<file path="src/rtl/tile_spawner.sv">
// tile_spawner: places a new 2048 tile (exponent 1 or 2) on a random empty
// cell of the 4x4 board after each move.
//
// Ports:
//   clk, rst        - clock, synchronous active-high reset
//   start           - one-cycle spawn request, honoured only when idle
//   board[63:0]     - board snapshot source, cell i at [4i+3:4i], 0 = empty
//   rnd[31:0]       - random word, sampled together with start
//   busy            - high from the cycle after start up to the done cycle
//   done            - one-cycle completion pulse
//   spawned         - with done: 1 = tile written, 0 = board was full
//   wr_en           - one-cycle board write strobe (always with done)
//   wr_idx, wr_val  - cell index and exponent of the write
//
// All outputs are registered, so every output decision is taken one cycle
// ahead: COUNT flags a full board while scanning the last cell, PICK already
// probes cell 0, and SELECT at cell j probes cell j+1.
module tile_spawner #(
    parameter int unsigned FOUR_THRESHOLD = 26
) (
    input  logic        clk,
    input  logic        rst,
    input  logic        start,
    input  logic [63:0] board,
    input  logic [31:0] rnd,
    output logic        busy,
    output logic        done,
    output logic        spawned,
    output logic        wr_en,
    output logic [3:0]  wr_idx,
    output logic [3:0]  wr_val
);

    typedef enum logic [1:0] {IDLE, COUNT, PICK, SELECT} state_t;

    state_t      state_q, state_d;
    logic [63:0] brd_q, brd_d;
    logic [15:0] rnd_q, rnd_d;
    logic [3:0]  idx_q, idx_d;
    logic [4:0]  n_empty_q, n_empty_d;
    logic [4:0]  seen_q, seen_d;
    logic [4:0]  k_q, k_d;
    logic [3:0]  val_q, val_d;
    logic        busy_q, busy_d;
    logic        done_q, done_d;
    logic        spawned_q, spawned_d;
    logic        wr_en_q, wr_en_d;
    logic [3:0]  wr_idx_q, wr_idx_d;
    logic [3:0]  wr_val_q, wr_val_d;

    logic [4:0]  cnt;
    logic [3:0]  probe;

    // Only the low half of the random word drives the choice.
    logic unused_rnd_hi;
    assign unused_rnd_hi = ^rnd[31:16];

    function automatic logic cell_empty(input logic [63:0] b, input logic [3:0] i);
        return b[{i, 2'b00} +: 4] == 4'd0;
    endfunction

    always_comb begin
        state_d   = state_q;
        brd_d     = brd_q;
        rnd_d     = rnd_q;
        idx_d     = idx_q;
        n_empty_d = n_empty_q;
        seen_d    = seen_q;
        k_d       = k_q;
        val_d     = val_q;
        done_d    = 1'b0;
        spawned_d = 1'b0;
        wr_en_d   = 1'b0;
        wr_idx_d  = 4'd0;
        wr_val_d  = 4'd0;
        cnt       = 5'd0;
        probe     = 4'd0;

        case (state_q)
            IDLE: begin
                if (start) begin
                    brd_d     = board;
                    rnd_d     = rnd[15:0];
                    idx_d     = 4'd0;
                    n_empty_d = 5'd0;
                    state_d   = COUNT;
                end
            end

            COUNT: begin
                cnt       = n_empty_q + {4'd0, cell_empty(brd_q, idx_q)};
                n_empty_d = cnt;
                idx_d     = idx_q + 4'd1;
                if (idx_q == 4'd15) begin
                    state_d = PICK;
                    // Full board: done must already be visible during PICK.
                    if (cnt == 5'd0) done_d = 1'b1;
                end
            end

            PICK: begin
                if (n_empty_q == 5'd0) begin
                    state_d = IDLE;
                end else begin
                    // 8x5-bit product; the top five bits give k in 0..n_empty-1.
                    k_d     = 5'(({5'd0, rnd_q[7:0]} * {8'd0, n_empty_q}) >> 8);
                    val_d   = ({24'd0, rnd_q[15:8]} < FOUR_THRESHOLD) ? 4'd2 : 4'd1;
                    idx_d   = 4'd0;
                    seen_d  = 5'd0;
                    state_d = SELECT;
                    if (cell_empty(brd_q, 4'd0)) begin
                        if (k_d == 5'd0) begin
                            wr_en_d   = 1'b1;
                            wr_idx_d  = 4'd0;
                            wr_val_d  = val_d;
                            done_d    = 1'b1;
                            spawned_d = 1'b1;
                        end else begin
                            seen_d = 5'd1;
                        end
                    end
                end
            end

            SELECT: begin
                if (done_q) begin
                    // Completion pulse is on the outputs this cycle; leave now.
                    state_d = IDLE;
                end else if (idx_q == 4'd15) begin
                    // Unreachable while n_empty > 0; closes the request safely.
                    done_d = 1'b1;
                end else begin
                    probe = idx_q + 4'd1;
                    idx_d = probe;
                    if (cell_empty(brd_q, probe)) begin
                        if (seen_q == k_q) begin
                            wr_en_d   = 1'b1;
                            wr_idx_d  = probe;
                            wr_val_d  = val_q;
                            done_d    = 1'b1;
                            spawned_d = 1'b1;
                        end else begin
                            seen_d = seen_q + 5'd1;
                        end
                    end
                end
            end

            default: state_d = IDLE;
        endcase

        busy_d = (state_d != IDLE);
    end

    always_ff @(posedge clk) begin
        if (rst) begin
            state_q   <= IDLE;
            brd_q     <= '0;
            rnd_q     <= '0;
            idx_q     <= '0;
            n_empty_q <= '0;
            seen_q    <= '0;
            k_q       <= '0;
            val_q     <= '0;
            busy_q    <= 1'b0;
            done_q    <= 1'b0;
            spawned_q <= 1'b0;
            wr_en_q   <= 1'b0;
            wr_idx_q  <= '0;
            wr_val_q  <= '0;
        end else begin
            state_q   <= state_d;
            brd_q     <= brd_d;
            rnd_q     <= rnd_d;
            idx_q     <= idx_d;
            n_empty_q <= n_empty_d;
            seen_q    <= seen_d;
            k_q       <= k_d;
            val_q     <= val_d;
            busy_q    <= busy_d;
            done_q    <= done_d;
            spawned_q <= spawned_d;
            wr_en_q   <= wr_en_d;
            wr_idx_q  <= wr_idx_d;
            wr_val_q  <= wr_val_d;
        end
    end

    assign busy    = busy_q;
    assign done    = done_q;
    assign spawned = spawned_q;
    assign wr_en   = wr_en_q;
    assign wr_idx  = wr_idx_q;
    assign wr_val  = wr_val_q;

endmodule

</file>
<file path="config.mk">
export PLATFORM = sky130hd
export DESIGN_NAME = tile_spawner
export DESIGN_NICKNAME = d
export VERILOG_FILES = /design/src/rtl/tile_spawner.sv
export SDC_FILE = /design/constraint.sdc
export NUM_CORES = 1
export LEC_CHECK = 0
export BUFFER_PORTS_ARGS = -buffer_cell sky130_fd_sc_hd__buf_2
export CORE_MARGIN = 10
export CORE_UTILIZATION = 45
export CTS_BUF_LIST = sky130_fd_sc_hd__clkbuf_8
export DETAILED_ROUTE_END_ITERATION = 7
export PLACE_DENSITY = 0.67
export RECOVER_POWER = 25
export SYNTH_ARGS = -nofsm -noshare
export SYNTH_HDL_FRONTEND = slang
export SYNTH_SLANG_ARGS = --single-unit
</file>
<file path="constraint.sdc">
create_clock -name clk -period 5.45 [get_ports clk]
set_input_delay 0.8175 -clock clk [delete_from_list [all_inputs] [get_ports clk]]
set_output_delay 0.8175 -clock clk [all_outputs]
set_load 0.005 [all_outputs]
</file>
# After elaboration in Yosys (flattened, before gate mapping)
# Index checks and enable logic that the tools add are counted.
# word_totals
output_inout_bits	12
wordCells	93
ff_bits	116
# op_classes
n_mux	42
n_eq_ne	11
shifts	2
n_addsub	3
n_bitwise	4
multipliers	1
reduce_logical	16
magnitude_cmp	1
# op_table
operator	count
variable part select 64 x 7 -> 4 bit	2
two-way mux 4 bit	8
two-way mux 5 bit	6
one-hot mux 5 bit (2 select lines)	2
two-way mux 2 bit	8
one-hot mux 4 bit (4 select lines)	1
zero test 5 bit	3
multiplier 8 x 5 -> 13 bit	1
two-way mux 1 bit	13
zero test 4 bit	3
inequality test 2 bit (second input constant)	6
less-than comparator 8 x 5 -> 1 bit (second input constant)	1
one-hot mux 2 bit (4 select lines)	1
one-hot mux 4 bit (2 select lines)	1
AND reduction 2 bit	3
AND reduction 6 bit	1
nonzero test 2 bit	3
OR reduction 6 bit	1
adder 5 x 1 -> 5 bit	1
adder 5 x 1 -> 5 bit (second input constant)	1
== test 5 bit	1
adder 4 x 1 -> 4 bit (second input constant)	1
== test 2 bit (second input constant)	2
== test 4 bit (second input constant)	1
other kinds (6)	9

# Logic depth before layout (Yosys ltp)
# Gate-level depths: netlist (run 1).
# depth
word_depth	7
mapped_depth	15
depth_no_buf	14

# Least setup slack after synthesis (run 1)
# OpenSTA, ideal clock, no wires.
# synth_path
kind	flip-flop to flip-flop
from	reg n_empty_q[2]
to	reg done_q (netlist: done)
setup_slack_ps	1503
arrival_time_ps	3815
period_less_slack_ps	3947
setup_ps	132
path_stages_with_launch	15
t_required_ps	5318
path_cell_list	dfxtp_1 clkbuf_1 and2_1 fa_1 fa_1 inv_1 fa_1 inv_1 ha_1 and2_1 and3_1 and3_1 o211a_1 o311ai_0 o21ai_0
# synth_via
elab_chain_len	6
# synth_lines
item	line	text
start: declaration	40	logic [4:0] n_empty_q, n_empty_d;
start signal: assignment	176	n_empty_q <= n_empty_d;
multiplier 8 x 5 -> 13 bit	106	k_d = 5'(({5'd0, rnd_q[7:0]} * {8'd0, n_empty_q}) >> 8);
zero test 5 bit	112	if (k_d == 5'd0) begin
two-way mux 1 bit	112	
two-way mux 1 bit	111	if (cell_empty(brd_q, 4'd0)) begin
two-way mux 1 bit	102	if (n_empty_q == 5'd0) begin
one-hot mux 1 bit (3 select lines) (*)	79	case (state_q)
end signal: assignment	181	done_q <= done_d;
end: declaration	45	logic done_q, done_d;
# Every way passes the cells marked *; elsewhere a longest branch is shown, timed or not.
# A chain may end at the register's enable or synchronous reset.

# Worst setup path in the final report (run 1)
# layout_path
from	reg n_empty_q[2]
to	reg wr_val_q[1] (netlist: wr_val[1])
# layout_via
elab_chain_len	6
# layout_lines
item	line	text
multiplier 8 x 5 -> 13 bit	106	
zero test 5 bit	112	
two-way mux 2 bit	112	
two-way mux 2 bit	111	
two-way mux 2 bit (*)	102	
one-hot mux 4 bit (2 select lines) (*)	79	
end signal: assignment	185	wr_val_q <= wr_val_d;
end: declaration	49	logic [3:0] wr_val_q, wr_val_d;
# Marks and branches as above.

==> results of run 1 <==
-- power breakdown --
| group | internal, W | switching, W | total, W |
|---|---|---|---|
| Sequential | 0.000847 | 0.0000279 | 0.000875 |
| Combinational | 0.0000809 | 0.0000995 | 0.000180 |
| Clock | 0.000162 | 0.000265 | 0.000428 |
| Total | 0.00109 | 0.000393 | 0.00148 |
-- synthesized netlist by cell type, types with 2 or more instances --
| cell | number | area, um^2 |
|---|---|---|
| mux4_1 | 4 | 105 |
| mux4_2 | 5 | 113 |
| a21o_1 | 2 | 15.0 |
| nor2_1 | 24 | 90.1 |
| fa_1 | 17 | 340 |
| o21a_1 | 2 | 15.0 |
| or4_1 | 2 | 15.0 |
| nor3_1 | 5 | 25.0 |
| a31oi_1 | 4 | 25.0 |
| a211oi_1 | 3 | 22.5 |
| buf_4 | 4 | 30.0 |
| o21ai_0 | 10 | 50.1 |
| inv_1 | 32 | 120 |
| a22oi_1 | 4 | 30.0 |
| clkbuf_1 | 39 | 146 |
| nand3_1 | 13 | 65.1 |
| a21oi_1 | 98 | 490 |
| nand4_1 | 5 | 31.3 |
| nand2b_1 | 2 | 12.5 |
| nand3b_1 | 2 | 15.0 |
| and2_1 | 31 | 194 |
| xnor2_1 | 4 | 35.0 |
| nor4b_1 | 2 | 17.5 |
| o31ai_1 | 5 | 37.5 |
| dfxtp_1 | 111 | 2220 |
| mux2i_1 | 2 | 20.0 |
| ha_1 | 23 | 288 |
| o32ai_1 | 2 | 17.5 |
| nand2_1 | 185 | 694 |
| or3_1 | 2 | 12.5 |
| nor2b_1 | 3 | 18.8 |
| xor2_1 | 10 | 87.6 |
| nor4_1 | 18 | 113 |
| and4_1 | 2 | 17.5 |
| and3_1 | 4 | 25.0 |
-- final cells by class --
class / instances / area share [%]
Sequential cell: 111 / 34.7
Clock inverter: 6 / 0.587
Timing Repair Buffer: 94 / 7.24
Tap cell: 172 / 3.36
Multi-Input combinational cell: 515 / 50.2
Clock buffer: 9 / 1.94
Inverter: 33 / 1.94
-- flip-flops by register name, indices dropped and copies added, names as in the netlist, 4 cells and up --
register   cells
brd_q         64
idx_q          4
k_q            5
n_empty_q      5
rnd_q         15
seen_q         5
wr_idx         4
-- how the worst max path moves through the flow --
stage	start	end	cells after the start
final	n_empty_q[2]	wr_val[1]	13
after global routing	n_empty_q[2]	wr_en	13
after CTS	n_empty_q[2]	done	13
after detailed placement	n_empty_q[2]	done	13
after global placement	n_empty_q[2]	wr_en	13
after floorplan	n_empty_q[2]	done	14
-- metal layers --
| metal | up-vias | track usage (%) | part of all wire (%) |
|---|---|---|---|
| li1 | 2491 | - | - |
| met1 | 2317 | 17.9 | 44 |
| met2 | 91 | 25.4 | 50 |
| met3 | 10 | 3.56 | 5.2 |
| met4 | 0 | 3.85 | 0.74 |
| met5 | - | 0 | 0 |
-- cells by family (layout without fill, tap and decap cells) --
logic type | Yosys count | after routing | share of synthesized area [%]
buffers and inverters | 77 | 142 | 5.31
AOI/OAI and AO/OA | 141 | 141 | 13.9
and+or+nand+nor | 305 | 305 | 24.2
xor gates and xnor gates | 15 | 15 | 2.42
adders and majority gates | 40 | 40 | 11.0
other | 1 | 2 | 0.0654
DFF | 111 | 111 | 38.8
muxes | 12 | 12 | 4.34
-- placed cells by master (no fill, tap or decap), types with 3 or more instances in the layout --
cell	instances
and3_1	4
nand4_1	5
nor2b_1	3
ha_1	23
buf_2	82
o21ai_0	10
o31ai_1	5
a21oi_1	98
nand2_1	184
inv_1	33
nor3_1	5
and2_1	30
nand3_1	13
a22oi_1	4
dfxtp_1	111
fa_1	17
a31oi_1	4
mux4_1	4
mux4_2	5
clkbuf_1	10
clkbuf_8	9
nor2_1	24
xor2_1	10
a211oi_1	3
xnor2_1	4
nor4_1	18
-- through the flow --
step	total power [W]	util, %	instances	hold slack [ns]
after global routing	0.00156	50.9	940	0.478
after global placement	0.00107	49.7	925	0.443
final	0.00148	50.9	940	0.460
after detailed placement	0.00107	49.7	925	0.448
after CTS	0.00150	51.0	940	0.462
after floorplan	0.00101	-	703	0.432
-- worst max-delay path, stage by stage, from the launching register on --
cell,delay [ns]
dfxtp_1,0.63
and2_1,0.22
fa_1,0.44
fa_1,0.54
inv_1,0.05
fa_1,0.52
inv_1,0.04
ha_1,0.28
nand4_1,0.09
o221ai_1,0.36
a31oi_1,0.22
and4_1,0.25
o31ai_1,0.43
o32ai_1,0.20
==> results.ini, run 1 <==
[timing]
worst_slack_ns = 1.01
min_period_ns = 4.44
drv_slew = 80
period_share_pct = 81.5
fin_tns_setup_ns = 0
final-hold-violation-count = 0
fmax_mhz = 225
worst_pin_slew_ns = 3.13
rsz0062_at_grt = no
finalSetupViolCount = 0
maxSlewHeadroom_pct = -108
worst_clock_skew_ns = 0.0101

[logic_synthesis]
synth_cell_types = 56
ys_async_sr_fraction_pct = 0
synth_seq_cells = 111
ys.flop_type = dfxtp_1
synth.avg_cell_area_um2 = 8.16
synth_area_mm2 = 0.00573
synth.yosys.seq_area_share_pct = 38.8
yosysWarnings = 0
synth_edf_count = 0
synthCells = 702

[die]
coreArea_mm2 = 0.0126
initial_core_util_pct = 45.6
io_pins = 111
die_w_um = 133
die_height_um = 133
dieArea_mm2 = 0.0176
rows = 41

[critical_path]
r2r_slack_ns = 1.01
cp_max_fo = 15
r2r-start = n_empty_q[2]
reg2reg_to = wr_val[1]
worstRegToRegCells = 13
cp_data_required_time_ns = 5.67
crit_type = flip-flop to flip-flop
end_kind = flip-flop
crit_path_start_kind = flip-flop
cp.arrival_ns = 4.66

[job]
max-cap-violations = 1

[layout]
multiInputGateArea_mm2 = 0.00321
finish.instance_area_mm2 = 0.00640
n_antenna_cell = 0
nets = 903
drive_gt1_share_pct = 14.3
seqCellArea_mm2 = 0.00222
syn_to_final_growth_pct = 11.6
fillers = 1220

[pwr]
vdd_drop_max_v = 0.000123
leakage_nw = 2.72
powerDensity_mw_per_mm2 = 232

[drt]
drt_iter0_markers = 316
dr.pass1.iters = 5
ant_nets = 0
vias = 4909
drc = 0
wl_per_cell_um = 13.9
drt-vias-per-instance = 5.22
wl_mm = 13.0

[worst_hold_path]
hp-class = flip-flop to flip-flop
hold_path_depth = 2
min_to = rnd_q[14]
min_from = rnd_q[14]

[clock_network]
cts_max_level = 3
clkLatencyLatePin_ns = 0.37
root_buffer = clkbuf_8
cts_made_buffers = 9
cts_setup_buffers = 0
ctsResizeCount = 0
holdBufCountCts = 0
clockBufferDepth = 2
clk_pin_slew_ns = 0.09
clock_sinks = 111
cts_tree = yes

[place]
portBuffers = 91
dp_hpwl_mm = 9.79
place_area_mm2 = 0.00625
place_congestion = 0.848
place_ws_ns = 1.09

[grt]
grt_start_max_net_pins = 104
grt_pass1_wl_mm = 22.2
track_usage_pct = 14.7
grt_overflow = 0
grt_pass1_vias = 4933
antenna_found_initial = 0

[run_status]
violations = max-capacitance violations, max-slew violations
outcome = finished, violations left

(Power assumes the default switching activity.)
==> inputs of run 2 (changes only) <==
Settings changed: ABC_AREA set to 1.
Clock period 5.45 ns to 4.35 ns, I/O delays scaled along.
==> results.ini, run 2 <==
[logic_synthesis]
ys_top_cells_by_area = dfxtp_1 37%, nor2_1 14%, nand2_1 9.9%
synthCells = 879
yosysMostFrequentCell = nor2_1
yosysWarnings = 0
synth_cell_types = 47
ys_async_sr_fraction_pct = 0
synthTopCellsByCount = 227 x nor2_1, 160 x nand2_1, 111 x dfxtp_1
synth_edf_count = 0
synth_top_area_cell = dfxtp_1
yosysTopAreaCellShare_pct = 36.6
ys.flop_type = dfxtp_1
synth_seq_cells = 111
synth_area_mm2 = 0.00607
synth.avg_cell_area_um2 = 6.91
synth.yosys.seq_area_share_pct = 36.6

[place]
place_congestion = 0.907
portBuffers = 91
place_ws_ns = 0.466
dp_hpwl_mm = 10.4

[grt]
grt_pass1_wl_mm = 23.8
grt_overflow = 0
grt_start_max_net_pins = 82
grt_pass1_vias = 5270
antenna_found_initial = 0
track_usage_pct = 15.4

[drt]
dr.pass1.iters = 4
drt-vias-per-instance = 4.77
drc = 0
wl_mm = 13.8
drt_iter0_markers = 286
ant_nets = 0
vias = 5395
wl_per_cell_um = 12.2

[die]
rows = 42
die_w_um = 136
initial_core_util_pct = 45.8
die_height_um = 136
io_pins = 111
coreArea_mm2 = 0.0132
dieArea_mm2 = 0.0185

[layout]
fillers = 1412
nets = 1088
largest_reg_flops = 64
regMostFlops = brd_q
n_antenna_cell = 0
drive_gt1_share_pct = 14.0
syn_to_final_growth_pct = 12.3
mostFrequentLayoutCells = 227 x nor2_1, 161 x nand2_1, 111 x dfxtp_1
fin_util_pct = 51.5
largestRegisters = brd_q: 64 flops, rnd_q: 15 flops
layout_commonest_cell = nor2_1

[clock_network]
clk_pin_slew_ns = 0.11
clockBufferDepth = 2
clkLatencyLatePin_ns = 0.38
cts_setup_buffers = 0
cts_max_level = 3
clock_sinks = 111
cts_tree = yes
cts_made_buffers = 9
root_buffer = clkbuf_8
ctsResizeCount = 0
holdBufCountCts = 0

[critical_path]
r2r-start = n_empty_q[2]
crit_path_start_kind = flip-flop
max_stage_delay_ns = 0.56
crit_start = n_empty_q[2]
crit_type = flip-flop to flip-flop
critical_path.slowest_cell = fa_1
cp_max_fo = 7
cp_data_required_time_ns = 4.65
cp.arrival_ns = 4.21
path_cells = nand2_1, inv_1, fa_1, fa_1, inv_1, fa_1, inv_1, ha_1, a21oi_2, nor2_1, o21ai_0, nand3_1, nand2_1, nand2_2, nor3_4, nand4_1, a21oi_1
end_kind = flip-flop

[run_status]
outcome = finished, violations left
violations = max-capacitance violations, max-slew violations

[job]
max-cap-violations = 1

[timing]
rsz0062_at_grt = no
fin_tns_setup_ns = 0
worst_clock_skew_ns = 0.0107
worst_pin_slew_ns = 1.98
min_period_ns = 3.91
final-hold-violation-count = 0
worst_slack_ns = 0.438
period_share_pct = 89.9
maxSlewHeadroom_pct = -31.9
drv_slew = 82
finalSetupViolCount = 0
fmax_mhz = 256

[pwr]
vdd_drop_max_v = 0.000349
leakage_nw = 3.55
powerDensity_mw_per_mm2 = 306

[worst_hold_path]
min_from = val_q[0]
hp-class = flip-flop to flip-flop

[run 2: power by group]
group | internal, W | total, W | switching (W) | leakage, nW
clock | 0.000292 | 0.000654 | 0.000362 | 0.111
combinational | 0.000116 | 0.000306 | 0.000190 | 2.52
sequential | 0.00108 | 0.00113 | 0.0000467 | 0.914
[run 2: stage by stage]
stage | std cells | total power (W) | hold slack [ns] | cell area [um^2]
final | 1130 | 0.00209 | 0.470 | 6820
after global routing | 1130 | 0.00222 | 0.455 | 6820
after CTS | 1130 | 0.00212 | 0.467 | 6830
after detailed placement | 1114 | 0.00146 | 0.456 | 6620
after global placement | 1114 | 0.00146 | 0.456 | 6620
after floorplan | 880 | 0.00136 | 0.440 | 6070
[run 2: final cells by class]
cell class / instances / area (um^2) / share of cell area (%)
timing repair buffer: 97 / 488 / 7.16
clock buffer: 10 / 138 / 2.02
inverter: 98 / 368 / 5.40
multi-input combinational: 632 / 3310 / 48.5
tap: 176 / 220 / 3.23
clock inverter: 6 / 75.1 / 1.10
sequential: 111 / 2220 / 32.6
[run 2: cell families (layout without fill, tap and decap cells)]
kind of cell / Yosys count / in the layout / synth area share (%)
AND/OR/NAND/NOR: 445 / 445 / 30.0
buffers and inverters: 137 / 211 / 9.01
AO/OA/AOI/OAI: 134 / 134 / 12.0
flip-flops: 111 / 111 / 36.6
adder cells (fa/ha/maj): 40 / 40 / 10.3
XOR/XNOR: 11 / 11 / 1.90
other: 1 / 2 / 0.0618
[run 2: path summary, 6_finish.rpt]
path | depth (start not counted) | endpoint | slack [ns]
min reg2reg | 2 | wr_val[0] | 0.47
max | 17 | wr_val[0] | 0.44
max reg2reg | 17 | wr_val[0] | 0.44
min | 2 | wr_val[0] | 0.47
[run 2: critical path, delay by kind of cell (launching register included)]
kind / cells / cell delay [ns]
fa+ha+maj: 4 / 1.86
simple gates: 7 / 0.77
compound gates: 3 / 0.55
flops: 1 / 0.49
buf+inv: 3 / 0.17
[run 2: metal layers]
metal	track usage [%]	up-vias	part of all wire, %
met5	0	-	0
met2	25.0	89	47
met1	20.0	2402	47
met3	4.43	11	4.6
li1	-	2893	-
met4	2.90	0	1.0
==> inputs of run 3 (changes only) <==
Clock period 4.35 ns to 4 ns, I/O delays scaled along.
==> results.ini, run 3 (same netlist as run 2, synthesis figures left out) <==
[drt]
wl_per_cell_um = 12.4
wl_mm = 14.1
drt-vias-per-instance = 4.80
drt_iter0_markers = 383
dr.pass1.iters = 4
drc = 0
vias = 5446
ant_nets = 0

[timing]
min_period_ns = 3.71
fmax_mhz = 269
maxSlewHeadroom_pct = 0.962
finalSetupViolCount = 0
period_share_pct = 92.9
fin_tns_setup_ns = 0
worst_pin_slew_ns = 1.48
final-hold-violation-count = 0
drv_slew = 0
worst_clock_skew_ns = 0.0167
rsz0062_at_grt = no

[die]
io_pins = 111
die_w_um = 136
rows = 42
coreArea_mm2 = 0.0132
die_height_um = 136
initial_core_util_pct = 45.8
dieArea_mm2 = 0.0185

[layout]
mostFrequentLayoutCells = 226 x nor2_1, 158 x nand2_1, 104 x dfxtp_1
largestRegisters = brd_q: 64 flops, rnd_q: 15 flops
regMostFlops = brd_q
drive_gt1_share_pct = 16.6
nets = 1093
largest_reg_flops = 64
syn_to_final_growth_pct = 14.1
n_antenna_cell = 0
layout_commonest_cell = nor2_1
fin_util_pct = 52.3

[critical_path]
cp_max_fo = 5
end_kind = flip-flop
path_cells = nand2_1, inv_1, fa_1, fa_1, inv_1, fa_1, inv_1, ha_4, a21oi_2, nor2_1, nor2_1, nand3b_1, nand2_2, nand3_2, nor3_4, nand4_1, a21oi_2
cp-endpoint = wr_val[0]
worstRegToRegCells = 17
cp_data_required_time_ns = 4.32
r2r-start = n_empty_q[4]
crit_type = flip-flop to flip-flop
crit_start = n_empty_q[4]
crit_cells = 17
crit_path_start_kind = flip-flop
critical_path.slowest_cell = fa_1
max_stage_delay_ns = 0.54
crit_family = adder cells
r2r_slack_ns = 0.29
path_buf_inv = 3
cp.arrival_ns = 4.04
reg2reg_to = wr_val[0]

[pwr]
combPwrFrac_pct = 15.5
power.switching_w = 0.000669
powerDensity_mw_per_mm2 = 320
power.internal_w = 0.00155
leakage_nw = 3.56
p_sw_share_pct = 30.2
vdd_drop_max_v = 0.000256
pwr-share-clk_pct = 29.2
p_seq_share_pct = 55.2

[place]
place_congestion = 0.912
dp_hpwl_mm = 10.5
portBuffers = 91

[clock_network]
clockBufferDepth = 2
cts_max_level = 3
holdBufCountCts = 0
clock_sinks = 111
cts_made_buffers = 9
cts_tree = yes
root_buffer = clkbuf_8
clk_pin_slew_ns = 0.12
clkLatencyLatePin_ns = 0.40

[grt]
track_usage_pct = 15.6
grt_start_max_net_pins = 79
grt_pass1_wl_mm = 23.9
grt_overflow = 0
grt_pass1_vias = 5238
antenna_found_initial = 0

[job]
max-cap-violations = 1

[run_status]
violations = max-capacitance violations
outcome = finished, violations left

[worst_hold_path]
hold_path_depth = 3
hp-class = input port to flip-flop

## run 3: worst min path at each step
| stage | end | slack [ns] | startpoint |
|---|---|---|---|
| after global routing | brd_q[24] | 0.41 | board[24] |
| final | brd_q[17] | 0.41 | board[17] |
| after global placement | wr_val[0] | 0.46 | val_q[0] |
| after floorplan | wr_val[0] | 0.44 | val_q[0] |
| after CTS | brd_q[45] | 0.40 | board[45] |
| after detailed placement | wr_val[1] | 0.46 | val_q[1] |
## run 3: power by group through the flow
stage | logic [W] | registers, W | clock network, W
3_3_place_gp | 0.000340 | 0.00125 | 0
3_5_place_dp | 0.000342 | 0.00125 | 0
4_1_cts | 0.000344 | 0.00123 | 0.000674
2_1_floorplan | 0.000244 | 0.00123 | 0
6_report | 0.000344 | 0.00122 | 0.000648
5_1_grt | 0.000400 | 0.00124 | 0.000710
## run 3: layer usage
metal / share of wire [%] / GRT usage [%]
met3: 4.1 / 4.02
met2: 46 / 25.4
met5: 0 / 0
met1: 48 / 19.6
met4: 1.5 / 5.15
## run 3: worst reg2reg max path: cells and delay by family, from the launching register on
kind                     cells  cell delay [ns]
AND/OR/NAND/NOR              8             1.00
adder cells (fa/ha/maj)      4             1.82
flip-flops                   1             0.36
AO/OA/AOI/OAI                2             0.30
buffers and inverters        3             0.16
## run 3: what timing repair did
item                       CTS  global route
setup endpoints to repair    0             5
resized for setup            0            23
buffers inserted             0             2
## run 3: through the flow
stage	cell area, um^2	total power (W)	hold slack [ns]	worst slack (ns)	std cells
floorplan	6070	0.00148	0.440	0.171	880
global placement	6640	0.00159	0.455	0.186	1117
detailed placement	6640	0.00159	0.460	0.0885	1117
CTS	6830	0.00224	0.397	0.0599	1133
global route	6930	0.00235	0.405	0.00267	1135
finish	6930	0.00222	0.414	0.286	1135
## run 3: area by class of cell
cell class | count | area, um^2
inverters | 98 | 368
multi-input cells | 632 | 3380
clock inverters | 7 | 63.8
flip-flops and latches | 111 | 2240
fillers | 1397 | 6310
repair buffers | 102 | 527
well taps | 176 | 220
clock buffers | 9 | 124
